File: config.mk
export PLATFORM = sky130hd
export DESIGN_NAME = rv32_mem_arbiter
export DESIGN_NICKNAME = d
export VERILOG_FILES = /design/src/rtl/rv32_mem_arbiter.sv
export SDC_FILE = /design/constraint.sdc
export NUM_CORES = 1
export LEC_CHECK = 0
export ABC_CLOCK_PERIOD_IN_PS = 3850
export CORE_ASPECT_RATIO = 1.75
export CORE_MARGIN = 8
export CORE_UTILIZATION = 44
export CTS_BUF_LIST = sky130_fd_sc_hd__clkbuf_16
export DETAILED_ROUTE_END_ITERATION = 6
export HOLD_SLACK_MARGIN = 0.02
export PLACE_DENSITY = 0.94
export SYNTH_ARGS = -nofsm -noshare
export SYNTH_HDL_FRONTEND = slang
export SYNTH_SLANG_ARGS = --single-unit
File: constraint.sdc
create_clock -name clk -period 3.85 [get_ports clk]
set_input_delay 0.385 -clock clk [delete_from_list [all_inputs] [get_ports clk]]
set_output_delay 0.385 -clock clk [all_outputs]
set_load 0.01 [all_outputs]
File: src/rtl/rv32_mem_arbiter.sv
// Shares one single-port memory bus between instruction fetch and data load/store.
// Data wins arbitration; a saturating starvation counter forces fetch through after STARVE_LIMIT data grants.
module rv32_mem_arbiter #(
  parameter int unsigned STARVE_LIMIT = 4
) (
  input  logic        clk,
  input  logic        reset,
  input  logic        instr_read_in,
  input  logic [31:0] instr_address_in,
  output logic [31:0] instr_read_value_out,
  output logic        instr_ready_out,
  output logic        instr_fault_out,
  input  logic        data_read_in,
  input  logic        data_write_in,
  input  logic [31:0] data_address_in,
  input  logic [31:0] data_write_value_in,
  input  logic [3:0]  data_write_mask_in,
  output logic [31:0] data_read_value_out,
  output logic        data_ready_out,
  output logic        data_fault_out,
  output logic        bus_req_out,
  output logic        bus_we_out,
  output logic [31:0] bus_address_out,
  output logic [31:0] bus_wdata_out,
  output logic [3:0]  bus_wmask_out,
  input  logic        bus_ack_in,
  input  logic [31:0] bus_rdata_in,
  input  logic        bus_err_in
);

  localparam logic [3:0] LIMIT = 4'(STARVE_LIMIT);

  typedef enum logic [1:0] {IDLE, INSTR, DATA, RESP} state_t;

  state_t      state_q, state_d;
  logic        aborted_q, aborted_d;
  logic [3:0]  starve_cnt_q, starve_cnt_d;
  logic        bus_req_q, bus_req_d;
  logic        bus_we_q, bus_we_d;
  logic [31:0] bus_address_q, bus_address_d;
  logic [31:0] bus_wdata_q, bus_wdata_d;
  logic [3:0]  bus_wmask_q, bus_wmask_d;
  logic        instr_ready_q, instr_ready_d;
  logic        instr_fault_q, instr_fault_d;
  logic [31:0] instr_value_q, instr_value_d;
  logic        data_ready_q, data_ready_d;
  logic        data_fault_q, data_fault_d;
  logic [31:0] data_value_q, data_value_d;
  logic        data_req;
  logic        fetch_win;
  logic        abort_now;

  assign data_req  = data_read_in | data_write_in;
  assign fetch_win = instr_read_in & (~data_req | (starve_cnt_q == LIMIT));

  always_comb begin
    state_d        = state_q;
    aborted_d      = aborted_q;
    starve_cnt_d   = starve_cnt_q;
    bus_req_d      = bus_req_q;
    bus_we_d       = bus_we_q;
    bus_address_d  = bus_address_q;
    bus_wdata_d    = bus_wdata_q;
    bus_wmask_d    = bus_wmask_q;
    instr_ready_d  = 1'b0;
    instr_fault_d  = 1'b0;
    instr_value_d  = instr_value_q;
    data_ready_d   = 1'b0;
    data_fault_d   = 1'b0;
    data_value_d   = data_value_q;
    abort_now      = aborted_q;

    case (state_q)
      IDLE: begin
        if (!instr_read_in) starve_cnt_d = '0;
        if (fetch_win) begin
          state_d       = INSTR;
          aborted_d     = 1'b0;
          starve_cnt_d  = '0;
          bus_req_d     = 1'b1;
          bus_we_d      = 1'b0;
          bus_address_d = instr_address_in;
          bus_wdata_d   = '0;
          bus_wmask_d   = '0;
        end else if (data_req) begin
          state_d       = DATA;
          aborted_d     = 1'b0;
          bus_req_d     = 1'b1;
          bus_we_d      = data_write_in;
          bus_address_d = data_address_in;
          bus_wdata_d   = data_write_in ? data_write_value_in : '0;
          bus_wmask_d   = data_write_in ? data_write_mask_in : 4'b0000;
          if (instr_read_in && starve_cnt_q < LIMIT) starve_cnt_d = starve_cnt_q + 4'd1;
        end
      end
      INSTR, DATA: begin
        // A requester that drops its request mid-cycle no longer wants the result.
        abort_now = aborted_q | ((state_q == INSTR) ? ~instr_read_in : ~data_req);
        aborted_d = abort_now;
        if (bus_ack_in || bus_err_in) begin
          state_d   = RESP;
          bus_req_d = 1'b0;
          if (!abort_now) begin
            if (state_q == INSTR) begin
              instr_ready_d = 1'b1;
              instr_fault_d = bus_err_in;
              instr_value_d = bus_err_in ? '0 : bus_rdata_in;
            end else begin
              data_ready_d = 1'b1;
              data_fault_d = bus_err_in;
              data_value_d = (bus_err_in || bus_we_q) ? '0 : bus_rdata_in;
            end
          end
        end
      end
      RESP:    state_d = IDLE;
      default: state_d = IDLE;
    endcase
  end

  always_ff @(posedge clk) begin
    if (reset) begin
      state_q       <= IDLE;
      aborted_q     <= 1'b0;
      starve_cnt_q  <= '0;
      bus_req_q     <= 1'b0;
      bus_we_q      <= 1'b0;
      bus_address_q <= '0;
      bus_wdata_q   <= '0;
      bus_wmask_q   <= '0;
      instr_ready_q <= 1'b0;
      instr_fault_q <= 1'b0;
      instr_value_q <= '0;
      data_ready_q  <= 1'b0;
      data_fault_q  <= 1'b0;
      data_value_q  <= '0;
    end else begin
      state_q       <= state_d;
      aborted_q     <= aborted_d;
      starve_cnt_q  <= starve_cnt_d;
      bus_req_q     <= bus_req_d;
      bus_we_q      <= bus_we_d;
      bus_address_q <= bus_address_d;
      bus_wdata_q   <= bus_wdata_d;
      bus_wmask_q   <= bus_wmask_d;
      instr_ready_q <= instr_ready_d;
      instr_fault_q <= instr_fault_d;
      instr_value_q <= instr_value_d;
      data_ready_q  <= data_ready_d;
      data_fault_q  <= data_fault_d;
      data_value_q  <= data_value_d;
    end
  end

  assign bus_req_out          = bus_req_q;
  assign bus_we_out           = bus_we_q;
  assign bus_address_out      = bus_address_q;
  assign bus_wdata_out        = bus_wdata_q;
  assign bus_wmask_out        = bus_wmask_q;
  assign instr_ready_out      = instr_ready_q;
  assign instr_fault_out      = instr_fault_q;
  assign instr_read_value_out = instr_value_q;
  assign data_ready_out       = data_ready_q;
  assign data_fault_out       = data_fault_q;
  assign data_read_value_out  = data_value_q;

endmodule

* Word level (Yosys, flattened, before mapping)
Cells that the tools add are included.
** Operators by class
- Add/subtract/negate cells :: 1
- Magnitude comparators :: 1
- Eq/ne operators :: 6
- Mux-type cells :: 30
- Bitwise gates (word level) :: 10
- Reductions and logical operators :: 16
** Operators with widths (number)
- 32-bit 2-to-1 mux :: 7
- 4-bit 2-to-1 mux :: 7
- 1-bit 2-to-1 mux :: 10
- 5-bit OR reduction :: 2
- 4-bit AND reduction :: 2
- 2-bit 2-to-1 mux :: 3
- 1-bit NOT :: 6
- 2-bit one-hot mux with 3 select lines :: 1
- 2-bit AND reduction :: 3
- 4-bit by 1-bit adder with 4-bit output, second input constant :: 1
- 2-bit equality test, second input constant :: 2
- 4-bit by 3-bit equality test with 1-bit output, second input constant :: 1
- 4-bit by 3-bit < comparator with 1-bit output, second input constant :: 1
- 1-bit one-hot mux with 2 select lines :: 2
- 2-bit nonzero test :: 2
- 4-bit OR reduction :: 1
- 3-bit != test, second input constant :: 1
- 1-bit bitwise OR :: 3
- 3-bit AND reduction :: 1
- 2-bit by 1-bit equality test with 1-bit output, second input constant :: 1
- 2-bit logical NOT :: 1
- 1-bit logical OR :: 2
- 2-bit != test, second input constant :: 1
- 2-bit OR reduction :: 1
- other kinds (2) :: 2
** Word-level totals
- Flip-flop bits (word level) :: 145
- Bits of input ports :: 139
- Word-level logic and storage cells :: 78

* Depth between registers and ports, before layout
- Word-level depth :: 6
- Mapped depth :: 9

* Worst setup path before layout
Ideal clock, no wire load.
- Kind :: register to register
- Start :: reg state_q[0]
- End :: reg data_value_q[10] (netlist: data_read_value_out[10])
- Library setup time :: 0.132 ns
- Data arrival time :: 1.790 ns
- Data required time :: 3.718 ns
- Slack :: 1.928 ns
- Cell stages (with the launch flop) :: 10
- Path buffers :: 3
- Period minus slack after synthesis :: 1.922 ns
- Path through :: dfxtp_1 > inv_1 > ha_1 > buf_4 > nand2b_1 > or4_4 > buf_6 > buf_6 > nand2_1 > a21oi_1
** On the way
- Word-level cells in the longest chain between the ends :: 5
- Elaborated cells on any way between the ends :: 8
- Classes of those cells :: eq/ne: 2; mux: 1; bitwise: 3; reduce/logical: 2
** Ends and longest elaborated chain
- start, declared :: line 35 : state_t state_q, state_d;
- start signal, assigned :: line 138 : state_q <= state_d;
- 2-bit by 1-bit equality test with 1-bit output :: line 73, 98, 104
- 1-bit 2-to-1 mux :: line 98 : abort_now = aborted_q | ((state_q == INSTR) ? ~instr_read_in : ~data_req);
- 1-bit bitwise OR :: line 98
- 1-bit NOT (no source line)
- 4-bit AND reduction (no source line) *
- end signal, assigned :: line 151 : data_value_q <= data_value_d;
- end, declared :: line 48 : logic [31:0] data_value_q, data_value_d;
Every way passes the cells marked *; elsewhere a longest branch is shown, timed or not.
A chain may end at the register's enable or synchronous reset.

* Worst setup path in the final report
- Start :: reg state_q[0]
- End :: reg data_value_q[24] (netlist: data_read_value_out[24])
Same word-level chain as after synthesis.

==> impl_metrics.tcl <==
set metrics [dict create \
    peakVddDrop_v 0.0003606 \
    tns_ns 0 \
    track_usage 0.2322 \
    r2r-start "state_q[0]" \
    yosysTopAreaCellShare 0.5168 \
    max-cap-violations 0 \
    syn_inst 669 \
    viasPerCell 5.320 \
    num_rows 54 \
    cts-root-buf "clkbuf_16" \
    cts_setup_buffers 0 \
    fin_crit_ns 2.329 \
    dieArea_mm2 0.01678 \
    initial_core_util 0.4493 \
    drtAntennaViolNets 0 \
    diodes 0 \
    finalSetupViolCount 0 \
    avgSynthCellArea_um2 8.396 \
    slew_headroom 0.3295 \
    synth_area_leader_cell "dfxtp_1" \
    dr.pass1.iters 5 \
    ys_types 37 \
    worst_pin_slew_ns 1.005 \
    hp-start "reset" \
    clock.fmax_mhz 429.3 \
    dieHeight_um 165.5 \
    drc 0 \
    cp-end-kind "flop" \
    worstSetupStartpointType "flop" \
    drtIter0Drc 265 \
    ctsHtreeMaxLevel 4 \
    place_hpwl_um 14660 \
    arrival_ns 2.56 \
    skew_ns 0.01205 \
    syn-num-nets 814 \
    crit_type "flop to flop" \
    hold_violations 0 \
    worst_slack_ns 1.521 \
    hold_path.class "input pin to flop" \
    yosys-top-cells-area "dfxtp_1 52%, a21oi_1 12%, nand2_1 6.8%" \
    pre_cts_slack_ns 1.198 \
    finalMaxSlewViolations 0 \
    grt_pass1_wl_um 30880 \
    rsz0062_at_grt "false" \
    fillers 942 \
    grt_pass1_vias 6038 \
    coreArea_mm2 0.01250 \
    status "finished, final reports clean" \
    layout.nets 1062 \
    yosys_warnings 0 \
    p_leak_nw 3.272 \
    crit_required_ns 4.08 \
    port_buffers 276 \
    cellPowerDensity_mw_per_mm2 600.4 \
    final_cell_mix "275 x clkdlybuf4s50_1, 145 x dfxtp_1, 133 x a21oi_1, 102 x nand2_1, 45 x nor2_1" \
    netlist_area_mm2 0.005617 \
    drive_above_1_share 0.05699 \
    startpoint "state_q[0]" \
    vias 5841 \
    async_flop_share 0 \
    multi_input_area_mm2 0.002424 \
    area_growth_pct 59.66 \
    synth_edf_count 0 \
    grt_overflow 0 \
    finalWirelength_um 19850 \
    antenna_found_initial 0 \
    ys.flop_type "dfxtp_1" \
    clk_latency_ns 0.40 \
    cts_resized 0 \
    clk_pin_slew_worst_paths_ns 0.07 \
    wire_per_inst_um 18.07 \
    fin_crit_sh 0.6050 \
    mostFrequentLayoutCell "clkdlybuf4s50_1" \
    io_pins 277 \
    chipWidth_um 101.4 \
    yosysSeqAreaShare 0.5168 \
    seq_area_mm2 0.002903 \
    place.gp.congestion 0.8298 \
    cts_made_buffers 17 \
    cts_buffer_depth 2 \
    cts_hold_buf 0 \
    grt_max_degree 96 \
    cts.sinks 145 \
    ys_ff_latch 145 \
    cts_tree "done" \
    critPathMaxFanout 33 \
]
Yosys cell counts, drive strengths merged (4+ instances only):
cell and instances:
dfxtp 145, a21oi 134, nand2 102, nor2 48, o21ai 39, a22oi 37
clkbuf 36, nand3 32, nand3b 32, buf 22, inv 10, ha 6
nor3 4
state kept, by name, summed over array words and instances (netlist names):
register and cells:
aborted_q 1, bus_address_out 32, bus_req_out 1, bus_wdata_out 32, bus_we_out 1, bus_wmask_out 4, data_fault_out 1, data_read_value_out 32
data_ready_out 1, instr_fault_out 1, instr_read_value_out 32, instr_ready_out 1, starve_cnt_q 4, state_q 2
final timing paths:
path	to	slack, ns	cells after the start
worst min register to register	data_read_value_out[2]	0.45	2
worst max register to register	data_read_value_out[24]	1.52	6
worst min-delay path	bus_wdata_out[7]	0.28	2
worst max-delay path	data_read_value_out[24]	1.52	6
kinds of logic after synthesis:
group	share of synthesized area
adders and majority gates	0.01337
AOI/OAI and AO/OA	0.2208
DFF	0.5168
and+or+nand+nor	0.1920
muxes	0.001782
buffers and inverters	0.05525
routing by layer:
metal,vias to the layer above,global-route usage,part of all wire
met5,-,0,0
met4,0,0.1309,0.046
met3,64,0.07347,0.084
met2,255,0.4056,0.52
met1,2709,0.2379,0.35
li1,2813,-,-
cell type report:
cell class	instances	area share
flip-flops and latches	145	0.3237
clock inverters	15	0.01395
multi-input cells	456	0.2703
well taps	168	0.02344
clock buffers	17	0.04744
repair buffers	287	0.3170
inverters	10	0.004186
per-stage QoR:
step / total power [mW] / hold WS (ns) / area (um^2) / cells / util
global route: 5.698 / 0.2810 / 8967 / 1098 / 0.7174
global placement: 3.828 / 0.4374 / 8417 / 1066 / 0.6734
CTS: 5.421 / 0.2666 / 8967 / 1098 / 0.7174
finish: 5.384 / 0.2763 / 8967 / 1098 / 0.7174
floorplan: 2.990 / 0.4582 / 5617 / 669 / -
detailed placement: 3.881 / 0.4431 / 8417 / 1066 / 0.6734
worst max-delay path: stages (launching register included):
cell      delay (ns)
dfxtp_1         0.35
inv_1           0.09
ha_1            0.46
nand2b_1        0.24
or4_4           0.75
nand2_1         0.17
a21oi_1         0.09
power breakdown:
part           switching, mW  internal [mW]  total [mW]
registers              0.146           1.77        1.92
logic                   1.06          0.875        1.94
clock network          0.682          0.844        1.53
total                   1.89           3.49        5.38
(Power assumes the default switching activity.)
